File: config.mk
export PLATFORM = sky130hd
export DESIGN_NAME = csr_file
export DESIGN_NICKNAME = d
export VERILOG_FILES = /design/src/rtl/rv32_pkg.sv /design/src/rtl/csr_counter64.sv /design/src/rtl/csr_file.sv
export SDC_FILE = /design/constraint.sdc
export NUM_CORES = 1
export LEC_CHECK = 0
export CORE_MARGIN = 2
export CORE_UTILIZATION = 35
export CTS_CLUSTER_DIAMETER = 30
export DETAILED_ROUTE_END_ITERATION = 8
export PLACE_DENSITY = 0.64
export SETUP_SLACK_MARGIN = 0.3
export SKIP_CTS_REPAIR_TIMING = 1
export SLEW_MARGIN = 15
export SYNTH_ARGS = -nofsm -noshare
export SYNTH_HDL_FRONTEND = slang
export SYNTH_SLANG_ARGS = --single-unit
File: constraint.sdc
create_clock -name clk_i -period 3.6 [get_ports clk_i]
set_clock_uncertainty 0.2 [all_clocks]
set_input_delay 0.72 -clock clk_i [delete_from_list [all_inputs] [get_ports clk_i]]
set_output_delay 0.72 -clock clk_i [all_outputs]
set_load 0.02 [all_outputs]
File: src/rtl/rv32_pkg.sv
// rv32_pkg: shared RV32 definitions used by the machine-mode CSR file.
//   - CSR addresses for the implemented machine-mode registers
//   - csr_op_e request encoding
//   - mstatus bit positions, trap cause codes, default trap vector
package rv32_pkg;

    localparam logic [31:0] EXCEPTION_HANDLER_ADDR = 32'h0000_0100;

    typedef enum logic [1:0] {
        CSR_WRITE = 2'd0,
        CSR_SET   = 2'd1,
        CSR_CLEAR = 2'd2,
        CSR_READ  = 2'd3
    } csr_op_e;

    localparam logic [11:0] CSR_MSTATUS   = 12'h300;
    localparam logic [11:0] CSR_MTVEC     = 12'h305;
    localparam logic [11:0] CSR_MSCRATCH  = 12'h340;
    localparam logic [11:0] CSR_MEPC      = 12'h341;
    localparam logic [11:0] CSR_MCAUSE    = 12'h342;
    localparam logic [11:0] CSR_MTVAL     = 12'h343;
    localparam logic [11:0] CSR_MCYCLE    = 12'hB00;
    localparam logic [11:0] CSR_MINSTRET  = 12'hB02;
    localparam logic [11:0] CSR_MCYCLEH   = 12'hB80;
    localparam logic [11:0] CSR_MINSTRETH = 12'hB82;
    localparam logic [11:0] CSR_MVENDORID = 12'hF11;
    localparam logic [11:0] CSR_MARCHID   = 12'hF12;
    localparam logic [11:0] CSR_MIMPID    = 12'hF13;
    localparam logic [11:0] CSR_MHARTID   = 12'hF14;

    localparam int MSTATUS_MIE_BIT  = 3;
    localparam int MSTATUS_MPIE_BIT = 7;

    localparam logic [31:0] CAUSE_INSN_MISALIGNED = 32'd0;
    localparam logic [31:0] CAUSE_ILLEGAL_INSN    = 32'd2;
    localparam logic [31:0] CAUSE_BREAKPOINT      = 32'd3;
    localparam logic [31:0] CAUSE_LOAD_MISALIGNED = 32'd4;
    localparam logic [31:0] CAUSE_STORE_MISALIGN  = 32'd6;
    localparam logic [31:0] CAUSE_ECALL_M         = 32'd11;

endpackage

File: src/rtl/csr_counter64.sv
// csr_counter64: 64-bit free-running counter with software-writable halves.
//   clk_i, rst_i  clock / synchronous active-high reset (clears count)
//   inc_i         count up by one this cycle
//   we_lo_i       replace bits [31:0] with wdata_i (upper half holds)
//   we_hi_i       replace bits [63:32] with wdata_i (lower half holds)
//   wdata_i       write data for either half
//   count_o       current 64-bit count
// A write to either half takes the place of the increment for that cycle,
// so no carry is propagated on a write edge.
module csr_counter64 (
    input  logic        clk_i,
    input  logic        rst_i,
    input  logic        inc_i,
    input  logic        we_lo_i,
    input  logic        we_hi_i,
    input  logic [31:0] wdata_i,
    output logic [63:0] count_o
);

    logic [63:0] cnt;

    always_ff @(posedge clk_i) begin
        if (rst_i)        cnt          <= '0;
        else if (we_lo_i) cnt[31:0]    <= wdata_i;
        else if (we_hi_i) cnt[63:32]   <= wdata_i;
        else if (inc_i)   cnt          <= cnt + 64'd1;
    end

    assign count_o = cnt;

endmodule

File: src/rtl/csr_file.sv
// csr_file: machine-mode CSR register file.
//   CSR port   : csr_addr_i, csr_wdata_i, csr_op_i, csr_we_i -> csr_rdata_o (old value,
//                combinational), csr_illegal_o (unmapped or write to read-only)
//   Trap port  : trap_valid_i, trap_cause_i, trap_pc_i, trap_tval_i, mret_i
//   Counters   : retire_i bumps minstret; mcycle counts every cycle
//   PC select  : mtvec_o, mepc_o, mie_o
// Same-edge priority is trap > mret > software write; a software write that
// collides with a trap or mret is dropped only for the trap-owned registers.
module csr_file
    import rv32_pkg::*;
#(
    parameter logic [31:0] MTVEC_RESET = EXCEPTION_HANDLER_ADDR,
    parameter logic [31:0] HART_ID     = 32'd0
) (
    input  logic        clk_i,
    input  logic        rst_i,
    input  logic [11:0] csr_addr_i,
    input  logic [31:0] csr_wdata_i,
    input  logic [1:0]  csr_op_i,
    input  logic        csr_we_i,
    output logic [31:0] csr_rdata_o,
    output logic        csr_illegal_o,
    input  logic        trap_valid_i,
    input  logic [31:0] trap_cause_i,
    input  logic [31:0] trap_pc_i,
    input  logic [31:0] trap_tval_i,
    input  logic        mret_i,
    input  logic        retire_i,
    output logic [31:0] mtvec_o,
    output logic [31:0] mepc_o,
    output logic        mie_o
);

    logic        mie, mpie;
    logic [31:0] mtvec, mepc, mcause, mtval, mscratch;
    logic [63:0] mcycle, minstret;
    logic [31:0] mstatus_rd;
    logic        mapped, wr_en, trap_owned_ok;
    logic [31:0] wval;

    // mstatus: only MIE/MPIE are stored; MPP is hardwired to M-mode.
    always_comb begin
        mstatus_rd                   = '0;
        mstatus_rd[12:11]            = 2'b11;
        mstatus_rd[MSTATUS_MPIE_BIT] = mpie;
        mstatus_rd[MSTATUS_MIE_BIT]  = mie;
    end

    always_comb begin
        mapped      = 1'b1;
        csr_rdata_o = '0;
        case (csr_addr_i)
            CSR_MSTATUS:   csr_rdata_o = mstatus_rd;
            CSR_MTVEC:     csr_rdata_o = mtvec;
            CSR_MSCRATCH:  csr_rdata_o = mscratch;
            CSR_MEPC:      csr_rdata_o = mepc;
            CSR_MCAUSE:    csr_rdata_o = mcause;
            CSR_MTVAL:     csr_rdata_o = mtval;
            CSR_MCYCLE:    csr_rdata_o = mcycle[31:0];
            CSR_MCYCLEH:   csr_rdata_o = mcycle[63:32];
            CSR_MINSTRET:  csr_rdata_o = minstret[31:0];
            CSR_MINSTRETH: csr_rdata_o = minstret[63:32];
            CSR_MHARTID:   csr_rdata_o = HART_ID;
            CSR_MVENDORID, CSR_MARCHID, CSR_MIMPID: csr_rdata_o = '0;
            default:       mapped = 1'b0;
        endcase
    end

    assign csr_illegal_o = ~mapped ||
                           (csr_addr_i[11:10] == 2'b11 && csr_op_i != CSR_READ);

    always_comb begin
        case (csr_op_e'(csr_op_i))
            CSR_WRITE: wval = csr_wdata_i;
            CSR_SET:   wval = csr_rdata_o | csr_wdata_i;
            CSR_CLEAR: wval = csr_rdata_o & ~csr_wdata_i;
            default:   wval = csr_rdata_o;
        endcase
    end

    assign wr_en         = csr_we_i && !csr_illegal_o && csr_op_i != CSR_READ;
    assign trap_owned_ok = !trap_valid_i && !mret_i;

    always_ff @(posedge clk_i) begin
        if (rst_i) begin
            mie      <= 1'b0;
            mpie     <= 1'b0;
            mtvec    <= MTVEC_RESET & ~32'd3;
            mepc     <= '0;
            mcause   <= '0;
            mtval    <= '0;
            mscratch <= '0;
        end else begin
            if (wr_en) begin
                case (csr_addr_i)
                    CSR_MSCRATCH: mscratch <= wval;
                    CSR_MTVEC:    mtvec    <= wval & ~32'd3;
                    CSR_MEPC:     if (trap_owned_ok) mepc   <= wval & ~32'd3;
                    CSR_MCAUSE:   if (trap_owned_ok) mcause <= wval;
                    CSR_MTVAL:    if (trap_owned_ok) mtval  <= wval;
                    CSR_MSTATUS: if (trap_owned_ok) begin
                        mie  <= wval[MSTATUS_MIE_BIT];
                        mpie <= wval[MSTATUS_MPIE_BIT];
                    end
                    default: ;
                endcase
            end
            if (trap_valid_i) begin
                mepc   <= trap_pc_i & ~32'd3;
                mcause <= trap_cause_i;
                mtval  <= trap_tval_i;
                mpie   <= mie;
                mie    <= 1'b0;
            end else if (mret_i) begin
                mie  <= mpie;
                mpie <= 1'b1;
            end
        end
    end

    csr_counter64 u_mcycle (
        .clk_i   (clk_i),
        .rst_i   (rst_i),
        .inc_i   (1'b1),
        .we_lo_i (wr_en && csr_addr_i == CSR_MCYCLE),
        .we_hi_i (wr_en && csr_addr_i == CSR_MCYCLEH),
        .wdata_i (wval),
        .count_o (mcycle)
    );

    csr_counter64 u_minstret (
        .clk_i   (clk_i),
        .rst_i   (rst_i),
        .inc_i   (retire_i),
        .we_lo_i (wr_en && csr_addr_i == CSR_MINSTRET),
        .we_hi_i (wr_en && csr_addr_i == CSR_MINSTRETH),
        .wdata_i (wval),
        .count_o (minstret)
    );

    assign mtvec_o = mtvec & ~32'd3;
    assign mepc_o  = mepc;
    assign mie_o   = mie;

endmodule

==> impl_metrics.toml, run 1 <==
[timing]
hold_violations = 0
finalSetupViolCount = 0
rsz0062_at_grt = "true"
slew_headroom = 0.257
max_freq_mhz = 284
fin_crit_sh = 0.980
slew_violations = 0
layout_min_cycle_time_ps = 3530
tns_ps = 0
tightestPinTransition_ps = 1110

[final_layout]
fin_area_um2 = 29500
drive_gt1_frac = 0.313
areaGrowthSynthToFinish_pct = 61.3
post-route-util = 0.574
nets = 3152
nFillCells = 4710

[power_and_ir_drop]
pwr-share-seq = 0.268
internal_power_mw = 9.32
combPwrFrac = 0.101
p_clk_frac = 0.631
ir_drop_mv = 0.384
swShare = 0.249
p_leak_nw = 11.1
p_total_mw = 12.4
p_switching_mw = 3.09
p_per_area_nw_per_um2 = 420

[grt]
grt_overflow_total = 0
first_global_vias = 23000
grt_start_max_net_pins = 92
grt_antenna_before_repair = 2
grt_pass1_wl_um = 170000
grt_usage = 0.440

[worst_setup_path]
critPathArrivalTime_ps = 2610
cpMaxStageDelayCell = "a211o_4"
critical_path.max_stage_delay_ps = 440
setup.worst_path.class = "input port to output pin"
path_buf_inv = 5
cp_top_family = "compound AO/OA/AOI/OAI gates"
cp-end-kind = "output pin"
required_ps = 2680
crit_fanout = 5
crit_chain = "buf_12 > buf_8 > buf_4 > clkbuf_16 > nand3b_1 > a211o_4 > a21oi_2 > a2111o_1 > buf_6"
cp-start-kind = "input port"

[routing]
drt-total-wl_um = 122000
vias = 24500
post_drt_wl_per_cell_um = 32.7
ant_nets = 0
viasPerCell = 6.55
drc_errors = 0
drt_iter0_drc = 3186
drt_pass1_iterations = 7

[synth]
ys_ff_latch = 286
yosys-top-cells-count = "dfxtp_1, nand2_1, nor2_1, clkbuf_1, o21ai_0"
async_flop_share = 0
syn_area_per_cell_um2 = 7.85
synth_edf_count = 0
netlist_instances = 2333
ys_seq_area_frac = 0.313
ys_warn_count = 0
synth_top_cell_by_area = "dfxtp_1"
synth_most_common_cell = "dfxtp_1"
ys.flop_type = "dfxtp_1"
synthDistinctLibCells = 112
netlist_top_cells_area = "dfxtp_1, nand2_1, nor2_1"
syn-cell-area_um2 = 18300
synth_top_area_frac = 0.313

[run]
maxCapViolations = 0

[cts]
cts_tree = "built"
cts_root_buffer = "clkbuf_16"
clock_path_buffers = 3
cts.clk_slew.worst_paths_ps = 40
h-tree-depth = 3
cts_buffers = 80
clk_latency_ps = 630
clock-sinks = 286

[outcome]
status = "completed"

[floorplanning]
dieArea_um2 = 54200
design.core.area_um2 = 51500
die_y_um = 233
start_util = 0.355
rows = 83
pin_count = 246
die_x_um = 233

[place]
place_congestion = 1.08
placed_cell_area_um2 = 25000
port_buffers = 239
hpwl_um = 95600

[hold_path]
hp-class = "flop to flop"
==> power by group through the flow <==
stage / clock network [mW] / registers [mW] / logic, mW
2_1_floorplan: 0 / 3.37 / 0.432
3_3_place_gp: 0 / 3.38 / 1.13
3_5_place_dp: 0 / 3.38 / 1.13
4_1_cts: 7.84 / 3.32 / 1.14
5_1_grt: 8.03 / 3.33 / 1.28
6_report: 7.83 / 3.33 / 1.25
==> area by class of cell <==
| cell class | instances | area (um2) | area share |
|---|---|---|---|
| Tap cell | 680 | 851 | 0.0288 |
| Multi-Input combinational cell | 1795 | 12300 | 0.416 |
| Clock inverter | 45 | 713 | 0.0241 |
| Clock buffer | 102 | 2240 | 0.0757 |
| Sequential cell | 286 | 5730 | 0.194 |
| Timing Repair Buffer | 804 | 7580 | 0.257 |
| Antenna cell | 1 | 2.50 | 0.0000847 |
| Inverter | 35 | 133 | 0.00449 |
==> worst min-delay path: stages, from the launching register on <==
cell and delay [ps]:
dfxtp_1 300, o21ai_0 70, a21oi_1 70
==> logic make-up (layout without fill, tap and decap cells) <==
logic type | count (synthesis) | count (layout) | share of synthesized area
AND/OR/NAND/NOR | 907 | 907 | 0.265
other | 1 | 5 | 0.000205
AO/OA/AOI/OAI | 766 | 766 | 0.299
flip-flops | 286 | 286 | 0.313
multiplexers | 64 | 64 | 0.0375
XOR/XNOR | 52 | 52 | 0.0249
adder cells (fa/ha/maj) | 2 | 2 | 0.00137
buffers and inverters | 255 | 986 | 0.0592
==> stage by stage <==
stage	setup WS (ps)	instances	hold WS, ps
after floorplan	246	2336	253
final	73.1	3748	296
after detailed placement	-897	3530	278
after global placement	-899	3530	264
after global routing	80.3	3748	324
after CTS	-921	3677	284
==> sequential cells by signal, summed over array words and instances (netlist names) <==
signal,cells
mepc_o,30
mscratch,32
mie_o,1
mpie,1
mtvec,30
mtval,32
mcause,32
u_minstret.count_o,64
u_mcycle.count_o,64
==> cells in the final DEF (no fill, tap or decap), types with 14 or more instances in the layout <==
cell and n:
a211oi_1 80, a21oi_1 97, a22o_1 17, a22oi_1 27, a22oi_2 18, a31o_2 14
a31oi_1 61, and2_1 15, and3_1 30, and4_1 19, buf_12 59, buf_4 466
buf_6 68, bufinv_16 16, clkbuf_16 85, clkdlybuf4s50_1 190, clkinv_2 16, dfxtp_1 286
inv_1 32, mux2_2 14, mux2i_1 44, nand2_1 206, nand3_1 75, nand4_1 98
nor2_1 165, nor3_1 74, nor4_1 50, o211ai_1 15, o21ai_0 103, o221ai_1 46
o22ai_1 77, xnor2_1 28, xor2_1 24
==> per-layer routing <==
layer | GRT usage | share of wire
met5 | 0 | 0
met4 | 0.241 | 0.066
met3 | 0.108 | 0.11
met2 | 0.662 | 0.42
met1 | 0.577 | 0.40
==> worst paths after layout <==
path                                            from              endpoint  slack (ps)  depth (start not counted)
worst min-delay path                    mscratch[27]          mscratch[27]         300                          2
worst min register to register          mscratch[27]          mscratch[27]         300                          2
worst max register to register  u_mcycle.count_o[29]  u_mcycle.count_o[46]         350                          7
worst max-delay path                   csr_addr_i[0]       csr_rdata_o[10]          70                          9
Power figures use the tool's default switching activity.
==> run 2, diff against run 1 <==
Settings changed: CAP_MARGIN set to 10.
==> results of run 2 <==
Final layout, timing and power as in run 1 (identical DEF).
